**src/rtl/sweep_sched_pkg.sv**
```systemverilog
// Shared types and widths for the sweep job scheduler and its job queue.
package sweep_sched_pkg;

    localparam int PRESCALER_W = 14;
    localparam int SWEEPS_W    = 8;

    typedef enum logic [2:0] {
        ST_IDLE,
        ST_LOAD,
        ST_RUN,
        ST_STOP,
        ST_GAP
    } state_t;

    // One queued job as it is stored in the FIFO.
    typedef struct packed {
        logic [PRESCALER_W-1:0] prescaler;
        logic [SWEEPS_W-1:0]    sweeps;
    } job_t;

endpackage

```
**src/rtl/sweep_job_fifo.sv**
```systemverilog
// Synchronous FIFO holding pending jobs. It reports full, empty and an
// occupancy level. A flush empties it and drops any push in the same cycle.
module sweep_job_fifo #(
    parameter int DEPTH = 4,
    parameter int WIDTH = 22
) (
    input  logic                     clk,
    input  logic                     nrst,
    input  logic                     push,
    input  logic                     pop,
    input  logic                     flush,
    input  logic [WIDTH-1:0]         wr_data,
    output logic [WIDTH-1:0]         rd_data,
    output logic                     full,
    output logic                     empty,
    output logic [$clog2(DEPTH):0]   level
);

    localparam int PTR_W = $clog2(DEPTH);

    logic [WIDTH-1:0] mem [DEPTH];
    logic [PTR_W-1:0] wr_ptr;
    logic [PTR_W-1:0] rd_ptr;
    logic             do_push;
    logic             do_pop;

    assign full    = (level == (PTR_W+1)'(DEPTH));
    assign empty   = (level == '0);
    assign do_push = push && !full && !flush;
    assign do_pop  = pop && !empty && !flush;
    assign rd_data = mem[rd_ptr];

    // Write the offered job into the slot at the write pointer.
    // NOTE: the storage array has no reset; validity is defined only by the
    // pointers and level, so resetting the array would add logic for nothing.
    always_ff @(posedge clk) begin
        if (do_push) begin
            mem[wr_ptr] <= wr_data;
        end
    end

    // Pointer and level bookkeeping; pointers wrap naturally at DEPTH.
    // NOTE: sequential state uses non-blocking assignments so every register
    // samples the values from before the edge, independent of statement order.
    always_ff @(posedge clk or negedge nrst) begin
        if (!nrst) begin
            wr_ptr <= '0;
            rd_ptr <= '0;
            level  <= '0;
        end else if (flush) begin
            wr_ptr <= '0;
            rd_ptr <= '0;
            level  <= '0;
        end else begin
            if (do_push) wr_ptr <= wr_ptr + 1'b1;
            if (do_pop)  rd_ptr <= rd_ptr + 1'b1;
            case ({do_push, do_pop})
                2'b10:   level <= level + 1'b1;
                2'b01:   level <= level - 1'b1;
                default: level <= level;
            endcase
        end
    end

endmodule

```
**src/rtl/sweep_job_scheduler.sv**
```systemverilog
// Queues walker jobs from a host and runs them one at a time: enable the
// walker, count completed sweeps from walk_done rising edges, hold stop for a
// fixed number of cycles, then report done or aborted during a one-cycle gap.
module sweep_job_scheduler
    import sweep_sched_pkg::*;
#(
    parameter int FIFO_DEPTH  = 4,
    parameter int STOP_CYCLES = 4
) (
    input  logic                         clk,
    input  logic                         nrst,
    input  logic                         job_valid,
    output logic                         job_ready,
    input  logic [PRESCALER_W-1:0]       job_prescaler,
    input  logic [SWEEPS_W-1:0]          job_sweeps,
    input  logic                         abort,
    input  logic                         walk_done,
    output logic                         walk_enable,
    output logic                         walk_stop,
    output logic [PRESCALER_W-1:0]       walk_prescaler,
    output logic                         busy,
    output logic                         job_done,
    output logic                         job_aborted,
    output logic [SWEEPS_W-1:0]          sweep_count,
    output logic [$clog2(FIFO_DEPTH):0]  queue_level
);

    localparam int STOP_W = (STOP_CYCLES > 1) ? $clog2(STOP_CYCLES) : 1;

    state_t                 state;
    state_t                 state_next;
    job_t                   job_in;
    job_t                   head;
    logic                   fifo_full;
    logic                   fifo_empty;
    logic                   pop;
    logic [PRESCALER_W-1:0] prescaler_q;
    logic [SWEEPS_W-1:0]    sweeps_q;
    logic [SWEEPS_W-1:0]    sweep_count_q;
    logic                   walk_done_q;
    logic                   walk_rise;
    logic [STOP_W-1:0]      stop_cnt;
    logic                   aborted_q;

    assign job_in         = {job_prescaler, job_sweeps};
    assign job_ready      = !fifo_full;
    assign walk_rise      = walk_done && !walk_done_q;
    assign walk_prescaler = prescaler_q;
    assign sweep_count    = sweep_count_q;
    assign busy           = (state != ST_IDLE);

    // Abort doubles as the queue flush in every state.
    sweep_job_fifo #(
        .DEPTH (FIFO_DEPTH),
        .WIDTH ($bits(job_t))
    ) u_fifo (
        .clk     (clk),
        .nrst    (nrst),
        .push    (job_valid),
        .pop     (pop),
        .flush   (abort),
        .wr_data (job_in),
        .rd_data (head),
        .full    (fifo_full),
        .empty   (fifo_empty),
        .level   (queue_level)
    );

    // State register.
    always_ff @(posedge clk or negedge nrst) begin
        if (!nrst) state <= ST_IDLE;
        else       state <= state_next;
    end

    // Next-state and Moore outputs.
    // NOTE: every output gets a default before the case so no path leaves a
    // signal unassigned, which would otherwise infer a latch.
    always_comb begin
        state_next  = state;
        pop         = 1'b0;
        walk_enable = 1'b0;
        walk_stop   = 1'b0;
        job_done    = 1'b0;
        job_aborted = 1'b0;
        unique case (state)
            // An abort in IDLE flushes the queue, so do not start a load from it.
            ST_IDLE: if (!fifo_empty && !abort) state_next = ST_LOAD;
            ST_LOAD: begin
                pop = 1'b1;
                if (abort)                 state_next = ST_STOP;
                else if (head.sweeps == '0) state_next = ST_GAP;
                else                       state_next = ST_RUN;
            end
            ST_RUN: begin
                walk_enable = 1'b1;
                if (abort || sweep_count_q == sweeps_q) state_next = ST_STOP;
            end
            ST_STOP: begin
                walk_enable = 1'b1;
                walk_stop   = 1'b1;
                if (stop_cnt == STOP_W'(STOP_CYCLES - 1)) state_next = ST_GAP;
            end
            ST_GAP: begin
                job_done    = !aborted_q;
                job_aborted = aborted_q;
                state_next  = ST_IDLE;
            end
            default: state_next = ST_IDLE;
        endcase
    end

    // Job latch, walk_done edge detector, sweep counter and abort flag.
    always_ff @(posedge clk or negedge nrst) begin
        if (!nrst) begin
            prescaler_q   <= '0;
            sweeps_q      <= '0;
            sweep_count_q <= '0;
            walk_done_q   <= 1'b0;
            aborted_q     <= 1'b0;
        end else begin
            walk_done_q <= walk_done;
            if (state == ST_LOAD) begin
                prescaler_q   <= head.prescaler;
                sweeps_q      <= head.sweeps;
                sweep_count_q <= '0;
                aborted_q     <= abort;
            end else if (state == ST_RUN) begin
                if (abort) begin
                    aborted_q <= 1'b1;
                end else if (walk_rise && sweep_count_q != sweeps_q &&
                             sweep_count_q != '1) begin
                    sweep_count_q <= sweep_count_q + 1'b1;
                end
            end
        end
    end

    // Counts cycles spent in STOP; idles at zero elsewhere.
    always_ff @(posedge clk or negedge nrst) begin
        if (!nrst)                 stop_cnt <= '0;
        else if (state == ST_STOP) stop_cnt <= stop_cnt + 1'b1;
        else                       stop_cnt <= '0;
    end

endmodule

```
**config.mk**
```make
export PLATFORM = sky130hd
export DESIGN_NAME = sweep_job_scheduler
export DESIGN_NICKNAME = d
export VERILOG_FILES = /design/src/rtl/sweep_sched_pkg.sv /design/src/rtl/sweep_job_fifo.sv /design/src/rtl/sweep_job_scheduler.sv
export SDC_FILE = /design/constraint.sdc
export NUM_CORES = 1
export LEC_CHECK = 0
export CELL_PAD_IN_SITES_DETAIL_PLACEMENT = 1
export CELL_PAD_IN_SITES_GLOBAL_PLACEMENT = 2
export CORE_MARGIN = 3
export CORE_UTILIZATION = 38
export CTS_BUF_LIST = sky130_fd_sc_hd__clkbuf_4
export DETAILED_ROUTE_END_ITERATION = 8
export PLACE_DENSITY_LB_ADDON = 0.1
export SYNTH_ARGS = -nofsm -noshare
export SYNTH_HDL_FRONTEND = slang
export SYNTH_SLANG_ARGS = --single-unit
```
**constraint.sdc**
```tcl
create_clock -name clk -period 2.2 [get_ports clk]
set_input_delay 0.33 -clock clk [delete_from_list [all_inputs] [get_ports clk]]
set_output_delay 0.33 -clock clk [all_outputs]
set_load 0.01 [all_outputs]
```
==> summary.md <==
| Metric | Value |
|---|---|
| Unrepaired setup endpoints after global routing | false |
| FF-to-FF Start | state[1] |
| Synth warn | 0 |
| Worst-Margin Slew | 0.475 ns |
| Detailed Place HPWL | 7670 microns |
| Die area | 15700 sq um |
| Worst setup margin | 0.139 ns |
| Final min period | 2.06 ns |
| Post-synth top area share | 49.0% |
| Final TNS setup | 0 ns |
| CTS buffer count | 17 |
| Syn-to-layout area delta | 24.0% |
| Avg Cell Area, Syn | 14.9 sq um |
| Async SR Flop Fraction | 33.3% |
| Via count | 3234 |
| Commonest cells in the synthesized netlist | 88 x edfxtp_1, 75 x nand2_1, 44 x dfrtp_1 |
| Worst hold path class | in -> async |
| Nets | 483 |
| Synth Flop Type | edfxtp_1 |
| Yosys reg bits | 132 |
| Startpoint Class | flop |
| Inserted Diodes | 0 |
| CP startpoint | state[1] |
| Core Rows | 42 |
| Buffers & Inverters on Critical Path | 0 |
| Most frequent cell after synthesis | edfxtp_1 |
| Slowest stage delay, CP | 0.52 ns |
| Final WL | 11600 microns |
| Worst EP arrival | 2.47 ns |
| Post-synth EDFFs | 88 |
| R2R Setup Slk | 0.14 ns |
| Crit Path Class | reg -> reg |
| # DRC | 0 |
| Clk Latency, worst-skew pair | 0.52 ns |
| Final period util | 93.7% |
| Status | completed |
| Mapped cell area | 5400 sq um |
| IO Pins | 58 |
| Initial DRC count | 155 |
| Cell mode on critical path | nor2_1 |
| F_max | 0.485 GHz |
| TritonCTS clock tree | done |
| Share of layout cells above drive strength 1 | 18.0% |
| Final Skew | 0.0177 ns |
| CP cell instances | or3b_2 -> a211o_1 -> nor2_1 -> fa_1 -> o2111ai_1 -> o21ai_0 -> xnor2_1 -> nor2_1 |
| First-pass GRT wire length | 19200 microns |
| Power Density | 1010 nW/um^2 |
| Synth area leaders | edfxtp_1 49%, dfrtp_1 20%, mux4_2 7.5%, nand2_1 5.2%, xnor2_1 1.8% |
| Worst-path clk slew | 0.11 ns |
| Post-route ant nets | 0 |
| Post-synthesis cell type count | 50 |
| Final cell count without fillers | 638 |
| Hold Fails Final Rpt | 0 |
| Placeable Area | 13600 sq um |
| Chip Height | 125 microns |
| Router iterations before antenna repair | 4 |
| Wire length per cell | 18.1 microns |
| Sink Count | 132 |
| Gp weighted congestion | 0.739 |
| Post-synthesis sequential area ratio | 69.4% |
| Worst-path maximum fanout | 4 |
| Final setup viols | 0 |
| Rel. slew slack | 68.2% |
| Cell taking the most area after synthesis | edfxtp_1 |
| H-tree lvl count | 4 |
| Reg2reg path depth | 8 |
| Maximum root-to-sink buffer count | 2 |
| IO Port Bufs | 57 |
| Initial cell density of the core | 39.8% |
| Synth Instances | 362 |
| DR vias/cell | 5.07 |
| Vias in the first global route | 3503 |
| Dpl cells | 604 |
| Overall power consumption | 6760 uW |
| Initial antenna violation count | 0 |
| CP required | 2.61 ns |
| Gr ovfl total | 0 |
| VDD IR-drop max | 0.535 mV |
| Root Buffer | clkbuf_4 |
| Mapped Nets | 396 |
| CP top delay family | simple AND/OR/NAND/NOR gates |
| DIE WIDTH | 125 microns |
| Nature of the critical path endpoint | flop |
| Crit-path slowest cell | or3b_2 |
| Place WS | -0.0390 ns |
| Gr usage total | 15.8% |
| RR Endpoint | u_fifo.level[2] |
| Pleak | 0.00253 uW |
| Slew Limit Fails | 0 |
| Largest net degree at the start of global routing | 31 |
| Max-cap violations | 0 |
## timing repair
item | in CTS | in global routing
pin swaps | 0 | 1
buffers inserted | 1 | 0
endpoints found under the hold margin | 44 | 0
endpoints found under the setup margin | 8 | 4
hold buffers | 1 | 0
resized for setup | 7 | 6
## power breakdown
part	total, uW	internal (uW)	switching [uW]
sequential	3180	3000	187
clock	1720	812	903
combinational	1860	913	947
total	6760	4720	2040
## placed cells by master, fill, tap and decap left out, types with 3 or more instances in the layout
cell              n
nand2b_1          4
edfxtp_1         88
nor2b_1           3
nand3_1           5
nor3_1            4
or3_1             4
and3_1            3
xnor2_1          11
a21oi_1           7
inv_1             4
buf_12            4
and2_1            4
nand2_1          75
nor2_1           18
ha_1              6
xor2_1            3
dlygate4sd2_1     6
mux4_1            3
clkbuf_4         19
bufinv_16         3
mux4_2           18
mux2i_1           3
clkdlybuf4s50_1  50
buf_4            21
dfrtp_1          43
a31oi_1           3
o21ai_0           5
## area by class of cell
cell class              count  area [sq um]
inverters                   4          15.0
flip-flops and latches    132          3740
fillers                  1383          6870
clock buffers              19           143
multi-input cells         209          1580
repair buffers             85           828
well taps                 176           220
clock inverters            13           158
## registers in the layout, summed over array words and instances, names as in the netlist
| register | count |
|---|---|
| aborted_q | 1 |
| state | 3 |
| stop_cnt | 2 |
| sweep_count | 8 |
| sweeps_q | 8 |
| u_fifo.level | 3 |
| u_fifo.mem | 88 |
| u_fifo.rd_ptr | 2 |
| u_fifo.wr_ptr | 2 |
| walk_done_q | 1 |
| walk_prescaler | 14 |
## worst max-delay path by stage
| stage | end | slack [ns] | cells after the start |
|---|---|---|---|
| after floorplan | u_fifo.level[1] | 0.02 | 7 |
| after global placement | state[1] | 0.02 | 4 |
| after detailed placement | state[1] | -0.04 | 5 |
| after CTS | state[1] | 0.02 | 4 |
| after global routing | state[1] | 0.005 | 4 |
| final | u_fifo.level[2] | 0.14 | 8 |
## layer usage
metal / up-vias / part of all wire [%] / global-route usage (%)
li1: 1519 / - / -
met1: 1655 / 49 / 21.9
met2: 52 / 46 / 24.4
met3: 8 / 3.7 / 4.26
met4: 0 / 1.3 / 5.17
met5: - / 0 / 0
## kinds of logic (layout without fill, tap and decap cells)
logic type | count (synthesis) | after routing | share of synthesized area (%)
compound gates | 31 | 31 | 3.97
xor+xnor | 14 | 14 | 2.27
fa+ha+maj | 7 | 7 | 1.76
buf+inv | 21 | 121 | 1.65
flops | 132 | 132 | 69.4
mux | 25 | 25 | 9.74
simple gates | 132 | 132 | 11.2
## through the flow
stage	utilization, %	instance area [sq um]	hold WS, ns
final	49.4	6690	0.119
after global routing	49.4	6690	0.0683
after CTS	49.2	6670	0.0627
after detailed placement	46.9	6360	0.128
after global placement	46.9	6360	0.129
after floorplan	-	5400	0.0344
No activity file was read; power rests on OpenSTA's default activity.
